$ cat config.mk
export PLATFORM = sky130hd
export DESIGN_NAME = membrane_ctrl
export DESIGN_NICKNAME = d
export VERILOG_FILES = /design/src/rtl/membrane_ctrl.sv
export SDC_FILE = /design/constraint.sdc
export NUM_CORES = 1
export LEC_CHECK = 0
export ABC_AREA = 1
export BUFFER_PORTS_ARGS = -buffer_cell sky130_fd_sc_hd__buf_2
export CAP_MARGIN = 40
export CELL_PAD_IN_SITES_DETAIL_PLACEMENT = 1
export CELL_PAD_IN_SITES_GLOBAL_PLACEMENT = 1
export CORE_ASPECT_RATIO = 1.5
export CORE_MARGIN = 2
export CORE_UTILIZATION = 25
export DETAILED_ROUTE_END_ITERATION = 7
export GPL_ROUTABILITY_DRIVEN = 0
export PLACE_DENSITY = 0.61
export SYNTH_ARGS = -nofsm -noshare
export SYNTH_HDL_FRONTEND = slang
export SYNTH_SLANG_ARGS = --single-unit
export TNS_END_PERCENT = 1
$ cat constraint.sdc
create_clock -name clk -period 1.58 [get_ports clk]
set_input_delay 0.158 -clock clk [delete_from_list [all_inputs] [get_ports clk]]
set_output_delay 0.158 -clock clk [all_outputs]
set_load 0.01 [all_outputs]
$ cat src/rtl/membrane_ctrl.sv
// Membrane controller: debounced buttons drive the membrane type, raise/lower FSM and timed freeze.
// All state advances only on frame pulses; outputs come straight from registers.
module membrane_ctrl #(
    parameter int DEBOUNCE_FRAMES = 3,
    parameter int RAISE_FRAMES    = 30,
    parameter int FREEZE_FRAMES   = 120
) (
    input  logic       clk,
    input  logic       reset,
    input  logic       frame,
    input  logic       btnU,
    input  logic       btnR,
    input  logic       btnC,
    output logic       magenta_membrane,
    output logic       red_membrane,
    output logic       blue_membrane,
    output logic       no_membrane,
    output logic       membrane_on,
    output logic       freeze,
    output logic [7:0] freeze_left,
    output logic [1:0] mem_state
);

    typedef enum logic [1:0] {
        ST_OFF      = 2'd0,
        ST_RAISING  = 2'd1,
        ST_ON       = 2'd2,
        ST_LOWERING = 2'd3
    } state_e;

    localparam logic [3:0] DB       = 4'(DEBOUNCE_FRAMES);
    localparam logic [7:0] RAISE_PC = 8'(RAISE_FRAMES - 1);
    localparam logic [7:0] FRZ      = 8'(FREEZE_FRAMES);

    // Button index: 0 = U, 1 = R, 2 = C
    logic [2:0]      sync1_q, sync2_q;
    logic [2:0][3:0] cnt_q, cnt_d;
    logic [2:0]      press_q, press_d;
    // One-hot type: [0]=NONE [1]=MAGENTA [2]=RED [3]=BLUE
    logic [3:0]      type_q, type_d;
    state_e          state_q, state_d;
    logic [7:0]      pc_q, pc_d;
    logic [7:0]      left_q, left_d;
    logic            frz_q, frz_d;
    logic            on_q, on_d;

    always_ff @(posedge clk or posedge reset) begin
        if (reset) begin
            sync1_q <= '0;
            sync2_q <= '0;
        end else begin
            sync1_q <= {btnC, btnR, btnU};
            sync2_q <= sync1_q;
        end
    end

    always_comb begin
        cnt_d   = cnt_q;
        press_d = press_q;
        type_d  = type_q;
        state_d = state_q;
        pc_d    = pc_q;
        left_d  = left_q;
        frz_d   = frz_q;
        on_d    = on_q;
        if (frame) begin
            for (int i = 0; i < 3; i++) begin
                if (sync2_q[i]) begin
                    cnt_d[i] = (cnt_q[i] == DB) ? DB : cnt_q[i] + 4'd1;
                end else begin
                    cnt_d[i] = 4'd0;
                end
                press_d[i] = sync2_q[i] && (cnt_q[i] == DB - 4'd1);
            end

            if (press_q[1] && state_q == ST_OFF && !frz_q) begin
                type_d = {type_q[2:0], type_q[3]};
            end

            // The raise check looks at the already-advanced type
            unique case (state_q)
                ST_OFF: begin
                    if (press_q[0] && !frz_q && !type_d[0]) begin
                        state_d = ST_RAISING;
                        pc_d    = RAISE_PC;
                    end
                end
                ST_ON: begin
                    if (press_q[0] && !frz_q) begin
                        state_d = ST_LOWERING;
                        pc_d    = RAISE_PC;
                    end
                end
                ST_RAISING, ST_LOWERING: begin
                    if (!frz_q) begin
                        if (pc_q != 8'd0) begin
                            pc_d = pc_q - 8'd1;
                        end else begin
                            state_d = (state_q == ST_RAISING) ? ST_ON : ST_OFF;
                        end
                    end
                end
                default: ;
            endcase

            if (press_q[2]) begin
                frz_d  = !frz_q;
                left_d = frz_q ? 8'd0 : FRZ;
            end else if (frz_q) begin
                left_d = left_q - 8'd1;
                if (left_q == 8'd1) begin
                    frz_d = 1'b0;
                end
            end

            on_d = (state_d == ST_ON);
        end
    end

    always_ff @(posedge clk or posedge reset) begin
        if (reset) begin
            cnt_q   <= '0;
            press_q <= '0;
            type_q  <= 4'b0001;
            state_q <= ST_OFF;
            pc_q    <= '0;
            left_q  <= '0;
            frz_q   <= 1'b0;
            on_q    <= 1'b0;
        end else begin
            cnt_q   <= cnt_d;
            press_q <= press_d;
            type_q  <= type_d;
            state_q <= state_d;
            pc_q    <= pc_d;
            left_q  <= left_d;
            frz_q   <= frz_d;
            on_q    <= on_d;
        end
    end

    assign no_membrane      = type_q[0];
    assign magenta_membrane = type_q[1];
    assign red_membrane     = type_q[2];
    assign blue_membrane    = type_q[3];
    assign membrane_on      = on_q;
    assign freeze           = frz_q;
    assign freeze_left      = left_q;
    assign mem_state        = state_q;

endmodule

# After elaboration in Yosys (flattened, before gate mapping)

Cells that the tools add are included.

Register bits: 45
Bits of input ports: 6
Output and inout port bits: 16
Logic and storage cells: 76

$add $sub $neg: 5
Equal/unequal tests: 16
Mux-type cells: 26
Reductions and logical operators: 16

Operators with widths:

| cell                | number |
|---|---|
| $mux 8              | 6 |
| $mux 4              | 8 |
| $eq 4x2->1 const B  | 6 |
| $pmux 8 s3          | 1 |
| $sub 8x1->8 const B | 2 |
| $add 4x1->4 const B | 3 |
| $mux 2              | 6 |
| $eq 8x1->1 const B  | 1 |
| $reduce_bool 8->1   | 1 |
| $logic_and 1x1->1   | 7 |
| $mux 7              | 1 |
| $eq 2x2->1 const B  | 3 |
| $ne 2x2->1 const B  | 3 |
| $pmux 2 s3          | 1 |
| $reduce_and 5->1    | 1 |
| $ne 2x1->1 const B  | 2 |
| $reduce_and 2->1    | 2 |
| $mux 1              | 3 |
| $eq 2x1->1 const B  | 1 |
| $logic_not 1->1     | 2 |
| $logic_not 2->1     | 1 |
| $reduce_bool 2->1   | 1 |
| $reduce_or 2->1     | 1 |

# Depth between registers and ports, before layout

Depth after elaboration: 11
Mapped depth: 10

# Worst setup path after synthesis

Ideal clock, no wire load.

Kind: reg2reg
From: register state_q[0] (netlist: mem_state[0])
To: register pc_q[7]
Setup time: 118 ps
Arrival time: 1277 ps
Data required time: 1462 ps
Path slack: 185 ps
Cell stages (with the launch flop): 11
Path buffers: 2
Cells stage by stage: dfrtp_1 buf_6 nor2_4 nand2_1 nand2_1 nand3b_1 nand2_1 nand2_2 buf_6 nand2_1 o21ai_2

Word-level cells in the longest chain between the ends: 9

Ends and longest elaborated chain:

| what                              | RTL line | text |
|---|---|---|
| from (decl)                       | 41       | `state_e state_q, state_d;` |
| from (signal assigned)            | 134      | `state_q <= state_d;` |
| $logic_not 2->1                   | 76, 81   |  |
| $logic_and 1x1->1 (2 in a row)    | 76       | `if (press_q[1] && state_q == ST_OFF && !frz_q) begin` |
| $mux 4                            | 76       |  |
| $mux 4                            | 66       | `if (frame) begin` |
| $logic_not 1->1                   | 83       | `if (press_q[0] && !frz_q && !type_d[0]) begin` |
| $logic_and 1x1->1                 | 83       |  |
| $ne 2x1->1 (no source line)       | n/a      |  |
| $reduce_and 5->1 (no source line) | n/a      |  |
| to (signal assigned)              | 135      | `pc_q <= pc_d;` |
| to (decl)                         | 42       | `logic [7:0] pc_q, pc_d;` |

Parallel ways exist; a longest one is shown, timed or not. The select of a mux whose other input is x is not followed.
A chain may end at the register's enable or synchronous reset.

# Final worst setup path

From: register frz_q (netlist: freeze)
To: register pc_q[3]

Word-level cells in the longest chain between the ends: 8

Ends and longest elaborated chain:

| what                                | RTL line   | text |
|---|---|---|
| from (decl)                         | 44         | `logic frz_q, frz_d;` |
| from (signal assigned)              | 137        | `frz_q <= frz_d;` |
| $logic_not 1->1                     | 76, 83, 89 |  |
| $logic_and 1x1->1                   | 76         |  |
| $mux 4                              | 76         |  |
| $mux 4                              | 66         |  |
| $logic_not 1->1                     | 83         |  |
| $logic_and 1x1->1                   | 83         |  |
| $ne 2x1->1 (no source line)         | n/a        |  |
| $reduce_and 5->1 (no source line) * | n/a        |  |

Mark *: on every way between the ends. The rest lies on a longest branch, timed or not. The select of a mux whose other input is x is not followed.

==> impl_metrics.toml <==
[route]
ant_nets = 0
drc = 0
routed-via-count = 1974
drtPass1Iterations = 4
routed_wirelength_mm = 5.42
via_per_inst = 4.56
wl_per_cell_um = 12.5
initialDrtViolationCount = 62

[worst_setup_path]
crit_type = "flip-flop to flip-flop"
crit_fanout = 15
cp.required_ps = 1750
end_kind = "flip-flop"
arrival_ps = 1610
crit_path_start_kind = "flip-flop"

[die]
core_area_um2 = 9200
die_area_um2 = 10200
start_util_pct = 25.5
die_w_um = 83.1
ioPinCount = 22
die_y_um = 123
rows = 43

[layout]
drive_gt1_share_pct = 18.4
fin_area_um2 = 2850
area_growth_pct = 21.2
antenna_cells = 0
final_cells = 433
nets = 335

[timing]
fin_setup_tns_ps = 0
slew-limit-headroom_pct = 71.9
fmax_mhz = 695
skew_ps = 4.95
period_minus_slack_ps = 1440
maxSlewViolCount = 0
max_slew.worst_pin.slew_ps = 421
finalHoldViolations = 0
rsz0062_at_grt = "yes"
setup_viol = 0
finalCritPeriodShare_pct = 91.0
setup_slack_ps = 142

[clocking]
cts_tree = "yes"
cts_root_buf = "clkbuf_16"
cts.path.max_buffers = 2
cts_sinks = 45
htreeDepth = 2
clk_pin_slew_ps = 60
clk-insertion-delay-late_ps = 280
cts_made_buffers = 5

[logic_synthesis]
synth_top_cell_area_share_pct = 46.9
synthTopCellsByArea = "dfrtp_1 47%, nand2_1 9.1%, inv_1 6.7%, ha_1 4.8%, nor2_1 4.6%"
synth.distinct_cells = 33
synth_area_um2 = 2350
ys_seq_area_share_pct = 48.0
synth_nets = 298
synth_cells = 283
synth_flop_cell = "dfrtp_1"
synth_edf_count = 0
synth-seq-cells = 45
postSynthAreaPerCell_um2 = 8.30
yosysWarningCount = 0
synth_top_cell_by_area = "dfrtp_1"
synthArstFlopShare_pct = 100

[power_and_ir_drop]
p_per_area_nw_per_um2 = 1670
p_switching_uw = 1890
p_sw_share_pct = 39.9
pwr-share-clk_pct = 21.3
p_int_uw = 2850
power_frac_comb_pct = 41.0
power_frac_seq_pct = 37.7
ir_worst_vdd_mv = 0.444
power.leakage_uw = 0.00138

[global_route]
gr-total-overflow = 0
grt_max_degree = 30
grt_pass1_vias = 2041
antenna_found_initial = 0
grt_pass1_wl_mm = 9.58
grt_usage_pct = 11.5

[placement]
place_area_um2 = 2660
place_hpwl_mm = 4.14
post-place-cells = 421
io_buffer_count = 21
place_ws_ps = 129

[flow_run]
maxCapViolations = 0

[outcome]
status = "finished clean"

[min_path]
hold_path_class = "input port to flip-flop"
==> synth_stat cells (all sizes together), types with 3 or more instances <==
cell / n
o22ai: 7
xor2: 3
nand3: 16
dfrtp: 44
nor2: 33
ha: 9
nor3: 4
o21ai: 27
nand2: 58
a21oi: 14
inv: 43
buf: 4
nand4: 4
==> what timing repair did <==
action,4_1_cts,5_1_grt
endpoints found under the hold margin,19,0
resized for setup,0,6
hold buffers,4,0
setup endpoints to repair,0,8
buffers inserted,0,0
==> sequential cells by signal, summed over array words and instances, names as in the netlist, 2 cells and up <==
signal / flops
press_q: 3
sync1_q: 3
mem_state: 2
pc_q: 8
cnt_q: 12
sync2_q: 3
freeze_left: 8
type_q: 4
==> layer usage <==
layer  vias to the layer above  share of wire, %  wire, µm  global-route usage [%]
met1                       952                44      2360                    13.4
met2                        23                52      2840                    21.3
met3                         9               1.7        90                    1.28
li1                        990                 -         -                       -
met5                         -                 0         0                       0
met4                         0               2.3       125                    5.02
==> placed cells by master (no fill, tap or decap), types with 4 or more instances in the layout <==
cell type	instances
nand4_1	4
a21oi_1	13
o21ai_2	7
o22ai_1	7
dfrtp_1	42
clkbuf_16	5
inv_1	40
dlygate4sd3_1	4
o21ai_0	19
nand3_1	16
buf_4	8
ha_1	9
nor3_1	4
nand2_1	57
nor2_1	28
buf_2	21
==> worst paths after layout <==
kind,startpoint,end,slack (ps),depth (start not counted)
setup / recovery,freeze,pc_q[3],140,9
hold / removal,frame,freeze,300,3
setup reg to reg,freeze,pc_q[3],140,9
hold reg to reg,sync1_q[0],sync2_q[0],350,0
max in group asynchronous,reset,type_q[0],590,4
min in group asynchronous,reset,freeze_left[1],410,3
==> worst max-delay path: stages (launching register included) <==
cell and delay (ps):
dfrtp_1 450, inv_1 100, nand2_1 100, nand3_1 90, nand2_1 90, a21oi_4 140
nand2_2 80, buf_12 150, nand2_1 70, o21ai_2 50
==> power by group through the flow <==
stage / registers [µW] / clock network, µW / logic, µW
after floorplan: 1800 / 0 / 1280
after global placement: 1790 / 0 / 1910
after detailed placement: 1810 / 0 / 1940
after CTS: 1790 / 1060 / 1960
after global routing: 1850 / 1100 / 2230
final: 1790 / 1010 / 1940
==> final cells by class <==
type / instances / area (µm²)
Clock buffer: 8 / 136
Fill cell: 1105 / 6350
Inverter: 43 / 161
Multi-Input combinational cell: 190 / 1030
Sequential cell: 45 / 1130
Tap cell: 112 / 140
Timing Repair Buffer: 35 / 245
==> logic make-up (layout without fill, tap and decap cells) <==
family | count (synthesis) | after routing | synth area share, %
simple gates | 120 | 120 | 22.3
xor+xnor | 3 | 3 | 1.12
flops | 45 | 45 | 48.0
fa+ha+maj | 9 | 9 | 4.79
compound gates | 56 | 56 | 14.4
mux | 2 | 2 | 0.959
buf+inv | 48 | 86 | 8.42
==> stage by stage <==
| step | power (µW) | hold WS, ps | utilization, % |
|---|---|---|---|
| 2_1_floorplan | 3070 | 189 | - |
| 3_3_place_gp | 3700 | 182 | 28.9 |
| 3_5_place_dp | 3760 | 180 | 28.9 |
| 4_1_cts | 4820 | 305 | 30.8 |
| 5_1_grt | 5190 | 339 | 30.9 |
| 6_report | 4740 | 298 | 30.9 |
Note: power is estimated with default switching activity, not from simulation.
